[src/rtl/hazard_ctrl.sv]
// Hazard/forwarding controller: tracks in-flight destinations, drives EX operand selects and load-use stalls.
// Latency: stall_id is combinational; ex_valid/fwd_a/fwd_b/stall_count update on the clock edge that advances ID into EX.
// Backpressure: ex_hold freezes all state and asserts stall_id; a load-use hazard stalls ID for one cycle and sends a bubble into EX.
module hazard_ctrl (
    input  logic        clk,
    input  logic        rst_n,
    input  logic        id_valid,
    input  logic [4:0]  id_rs1,
    input  logic [4:0]  id_rs2,
    input  logic        id_use_rs1,
    input  logic        id_use_rs2,
    input  logic [4:0]  id_rd,
    input  logic        id_rd_we,
    input  logic        id_is_load,
    input  logic        flush,
    input  logic        ex_hold,
    output logic        stall_id,
    output logic        ex_valid,
    output logic [1:0]  fwd_a,
    output logic [1:0]  fwd_b,
    output logic [31:0] stall_count
);

    typedef struct packed {
        logic       valid;
        logic [4:0] rd;
        logic       we;
    } dst_t;

    localparam logic [1:0] FWD_NONE = 2'b00;
    localparam logic [1:0] FWD_EXM  = 2'b01;
    localparam logic [1:0] FWD_MWB  = 2'b10;

    // WB-stage producers need no tracking: the register file writes through in the same cycle.
    dst_t ex_dst;
    dst_t mem_dst;
    logic ex_is_load;

    logic load_use;
    logic issue;
    logic [1:0] fwd_a_nxt;
    logic [1:0] fwd_b_nxt;

    function automatic logic hit(input dst_t s, input logic [4:0] rs, input logic use_rs);
        return s.valid & s.we & (s.rd != 5'd0) & (s.rd == rs) & use_rs;
    endfunction

    // The youngest producer wins, so the EX entry is checked before MEM.
    function automatic logic [1:0] fwd_sel(input dst_t ex_s, input dst_t mem_s,
                                           input logic [4:0] rs, input logic use_rs);
        if (hit(ex_s, rs, use_rs))
            return FWD_EXM;
        else if (hit(mem_s, rs, use_rs))
            return FWD_MWB;
        else
            return FWD_NONE;
    endfunction

    assign load_use  = id_valid & ex_is_load &
                       (hit(ex_dst, id_rs1, id_use_rs1) | hit(ex_dst, id_rs2, id_use_rs2));
    assign issue     = id_valid & ~load_use & ~flush;
    assign fwd_a_nxt = fwd_sel(ex_dst, mem_dst, id_rs1, id_use_rs1);
    assign fwd_b_nxt = fwd_sel(ex_dst, mem_dst, id_rs2, id_use_rs2);

    assign stall_id  = ex_hold | (load_use & ~flush);
    assign ex_valid  = ex_dst.valid;

    always_ff @(posedge clk or negedge rst_n) begin
        if (!rst_n) begin
            ex_dst      <= '0;
            mem_dst     <= '0;
            ex_is_load  <= 1'b0;
            fwd_a       <= FWD_NONE;
            fwd_b       <= FWD_NONE;
            stall_count <= 32'd0;
        end else if (!ex_hold) begin
            mem_dst <= ex_dst;
            if (issue) begin
                ex_dst     <= '{valid: 1'b1, rd: id_rd, we: id_rd_we};
                ex_is_load <= id_is_load;
                fwd_a      <= fwd_a_nxt;
                fwd_b      <= fwd_b_nxt;
            end else begin
                ex_dst     <= '0;
                ex_is_load <= 1'b0;
                fwd_a      <= FWD_NONE;
                fwd_b      <= FWD_NONE;
            end
            if (load_use && !flush)
                stall_count <= stall_count + 32'd1;
        end
    end

endmodule

[config.mk]
export PLATFORM = sky130hd
export DESIGN_NAME = hazard_ctrl
export DESIGN_NICKNAME = d
export VERILOG_FILES = /design/src/rtl/hazard_ctrl.sv
export SDC_FILE = /design/constraint.sdc
export NUM_CORES = 1
export LEC_CHECK = 0
export ABC_CLOCK_PERIOD_IN_PS = 3400
export CELL_PAD_IN_SITES_DETAIL_PLACEMENT = 1
export CELL_PAD_IN_SITES_GLOBAL_PLACEMENT = 2
export CORE_MARGIN = 4
export CORE_UTILIZATION = 35
export DETAILED_ROUTE_END_ITERATION = 8
export GPL_TIMING_DRIVEN = 0
export HOLD_SLACK_MARGIN = 0.1
export PLACE_DENSITY_LB_ADDON = 0.1
export SLEW_MARGIN = 20
export SYNTH_ARGS = -nofsm -noshare
export SYNTH_HDL_FRONTEND = slang
export SYNTH_SLANG_ARGS = --single-unit
[constraint.sdc]
create_clock -name clk -period 3.4 [get_ports clk]
set_input_delay 0.68 -clock clk [delete_from_list [all_inputs] [get_ports clk]]
set_output_delay 0.68 -clock clk [all_outputs]
set_load 0.005 [all_outputs]
; ---- Word level (Yosys, flattened, before mapping)
; Index checks and enable logic that the tools add are counted.
[totals]
elab_cells = 50
output_inout_bits = 38
input_bits = 24
ff_bits = 51
[classes]
reduce_logical = 5
eq_ne = 4
n_mux = 8
n_addsub = 1
n_bitwise = 22
[ops]
columns = cell, count
row1 = "adder 32 x 1 -> 32 bit, second input constant", 1
row2 = equality test 5 bit, 4
row3 = AND 1 bit, 17
row4 = 2-to-1 mux 2 bit, 6
row5 = nonzero test 5 bit, 2
row6 = 2-to-1 mux 7 bit, 1
row7 = NOT 1 bit, 3
row8 = OR 1 bit, 2
row9 = AND reduction 2 bit, 1
row10 = logical AND 1 bit, 1
row11 = logical NOT 1 bit, 1
row12 = 2-to-1 mux 1 bit, 1

; ---- Logic depth before layout (Yosys ltp)
[depth]
depth_word = 10
ltp_mapped = 8
mapped_depth_nobuf = 6

; ---- Worst setup path before layout
; No wires, ideal clock.
[synth_timing]
path_type = in2out
startpoint = input port id_rs1[3]
endpoint = output port stall_id
setup_slack_ps = 971
path_stages = 6
path_buffers = 1
arrival_ps = 1749
required_ps = 2720
cell_sequence = xor2_1 -> nor4_1 -> and3_4 -> or2_1 -> buf_2 -> a41o_1
[synth_between]
elab_chain_len = 7
[synth_lines]
columns = item, line
row1 = "start, declared", 8  ; input logic [4:0] id_rs1,
row2 = equality test 5 bit, 45  ; return s.valid & s.we & (s.rd != 5'd0) & (s.rd == rs) & use_rs;
row3 = AND 1 bit (2 in series), 45
row4 = OR 1 bit, 60  ; (hit(ex_dst, id_rs1, id_use_rs1) | hit(ex_dst, id_rs2, id_use_rs2));
row5 = AND 1 bit, 59  ; assign load_use = id_valid & ex_is_load &
row6 = AND 1 bit, 65  ; assign stall_id = ex_hold | (load_use & ~flush);
row7 = OR 1 bit, 65
row8 = "end, declared", 17  ; output logic stall_id,
; No other way between the ends.

; ---- Worst setup path after layout
[layout_timing]
startpoint = input port id_rs2[1]
endpoint = output port stall_id
[layout_between]
elab_chain_len = 7
[layout_lines]
columns = item, line
row1 = "start, declared", 9  ; input logic [4:0] id_rs2,
row2 = equality test 5 bit, 45
row3 = AND 1 bit (2 in series), 45
row4 = OR 1 bit, 60
row5 = AND 1 bit, 59
row6 = AND 1 bit, 65
row7 = OR 1 bit, 65
; No other way between the ends.

==> metrics.cfg <==
[cells_and_area]
final_util=0.485
n_antenna_cell=0
area_delta_synth_final_pct=31.5
fin_cells=402
drive_gt1_frac=0.188
fin_area_mm2=0.00359
layout.nets=327

[timing]
fmax_mhz=319
fin_crit_sh=0.921
min_period_ns=3.13
hold_viol=0
slew_headroom=0.555
slew_viol_final=0
tns_ns=0
skew_ns=0.00551
tightest_slew_ns=0.668
fin_hold_ws_ns=0.398
finalSetupViolCount=0
setup_slack_ns=0.268
rsz0062_at_grt=false

[placed_design]
place_ws_ns=-0.213
placed_area_mm2=0.00346
place_congestion=0.741
dp.final_hpwl_um=4980
place_inst=391
port_buffers=61

[grt]
grt_overflow=0
grt_max_degree=52
antenna_found_initial=0
grt_usage=0.159
grt_pass1_wl_um=11300
first_global_vias=2172

[die]
design.die.area_mm2=0.00929
core-area_mm2=0.00741
start_util=0.369
rows=31
die_h_um=96.4
pin_count=62
die_w_um=96.4

[setup_path]
crit_start=id_rs2[1]
cpMaxStageDelayCell=clkdlybuf4s50_1
reg2regPathDepth=9
r2r_setup_slack_ns=1.33
worst-endpoint-required_ns=2.72
cp_max_fo=2
cp-endpoint=stall_id
cp-end-kind=output pin
cp_cell_sequence=clkdlybuf4s50_1, xor2_1, nor4_1, and3_2, or2_1, buf_6, a41o_1, dlygate4sd2_1
reg2reg_from=ex_dst[1]
crit_path_max_incr_delay_ns=0.52
start_kind=input port
worstPathArrival_ns=2.45
worst_r2r_endpoint=ex_dst[5]
crit_type=in -> out

[clocking]
clock_latency_ns=0.31
cts_root_buffer=clkbuf_8
path_clk_slew_ns=0.09
h-tree-depth=2
cts_made_buffers=5
cts_tree=done
cts_sinks=51
cts_buffer_depth=2

[synthesis]
ys_ff_latch=51
netlist_area_mm2=0.00273
syn_avg_cell_area_um2=11.8
yosysTopAreaCell=dfrtp_1
synth_area_leaders=dfrtp_1 (47%), xor2_1 (12%), xnor2_1 (3.8%)
async_reset_ff_frac=1.00
seq_area_frac_synth=0.467
synth_warnings=0
synth_nets=256
synth_top_area_frac=0.467
syn_inst=231
synth-edff-count=0
synthDistinctLibCells=48
ys.flop_type=dfrtp_1

[hold_path]
hold_path.class=in -> async

[status]
status=completed

[power_and_ir_drop]
leakage_nw=1.64
p_total_mw=1.13
powerDensity_mw_per_mm2=315
ir_drop_uv=171

[detailed_routing]
via_per_inst=4.99
drt-total-wl_um=6770
route.detailed.drc=0
wl_per_cell_um=16.8
drt-initial-drc-count=58
via_count=2005
ant_nets=0
first_pass_iters=4

[flow_run]
max_cap_viol_count=0

logic make-up (layout without fill, tap and decap cells):
group	count (synthesis)	in the layout	share of synthesized area
multiplexers	8	8	0.0330
flip-flops	51	51	0.467
XOR/XNOR	51	51	0.166
AO/OA/AOI/OAI	20	20	0.0728
buffers and inverters	12	84	0.0270
AND/OR/NAND/NOR	88	88	0.229
adder cells (fa/ha/maj)	1	1	0.00458
placed cells by master, fill, tap and decap left out, types with 6 or more instances in the layout:
cell type        count
clkdlybuf4s50_1     59
clkbuf_8             7
a22o_1               9
nor3_1               9
xnor2_1             12
nand4_1             10
nand2_1             11
nor3_2               8
nor2_1               6
mux2_2               8
nor4_2               6
dfrtp_1             51
nand3_1              7
xor2_1              38
nor4_1               6
critical path: cells and delay by family:
family | cells | cell delay [ns]
AO/OA/AOI/OAI | 1 | 0.23
XOR/XNOR | 1 | 0.17
buffers and inverters | 3 | 0.90
AND/OR/NAND/NOR | 3 | 0.48
cells in the mapped netlist (2+ instances only):
library cell  number
a211oi_1           2
a21o_1             3
a22o_1             9
and2_4             2
and3_1             5
buf_6              2
dfrtp_1           51
inv_1              5
mux2_2             8
nand2_1           11
nand3_1            7
nand4_1           10
nor2_1             6
nor2_2             2
nor3_1             9
nor3_2             8
nor4_1             6
nor4_2             6
or2_1              2
xnor2_1           12
xor2_1            38
worst min path at each step:
| stage | endpoint | cells past startpoint | slack, ns |
|---|---|---|---|
| after global routing | ex_dst[1] | 1 | 0.44 |
| after global placement | stall_count[31] | 1 | 0.45 |
| after CTS | ex_dst[1] | 1 | 0.43 |
| final | ex_dst[1] | 1 | 0.40 |
| after detailed placement | fwd_b[1] | 1 | 0.47 |
| after floorplan | ex_dst[0] | 0 | 0.38 |
sequential cells by signal, summed over array words and instances (netlist names):
name / flops
fwd_b: 2
mem_dst: 7
ex_is_load: 1
ex_valid: 1
ex_dst: 6
stall_count: 32
fwd_a: 2
routing by layer:
| metal | GRT usage | part of all wire | vias to the layer above |
|---|---|---|---|
| met5 | 0 | 0 | - |
| met4 | 0.0491 | 0.013 | 0 |
| met3 | 0.0360 | 0.037 | 5 |
| met2 | 0.265 | 0.49 | 37 |
| met1 | 0.206 | 0.46 | 989 |
| li1 | - | - | 974 |
report_power, final:
group / leakage [nW] / switching [mW] / internal, mW
clock: 0.0515 / 0.200 / 0.186
sequential: 0.684 / 0.0158 / 0.618
combinational: 0.901 / 0.0529 / 0.0589
total: 1.64 / 0.269 / 0.863
final cells by class:
type / count / area [um2]
buffer: 7 / 61.3
sequential: 51 / 1280
fill: 794 / 3820
clock buffer: 8 / 100
multi-input combinational: 168 / 1380
timing repair buffer: 64 / 629
tap: 99 / 124
inverter: 5 / 18.8
timing repair:
action / in CTS / in global routing
setup buffers: 3 / 0
setup endpoints to repair: 1 / 0
hold buffers: 0 / 0
resized for setup: 3 / 0
No activity file was read; power rests on OpenSTA's default activity.
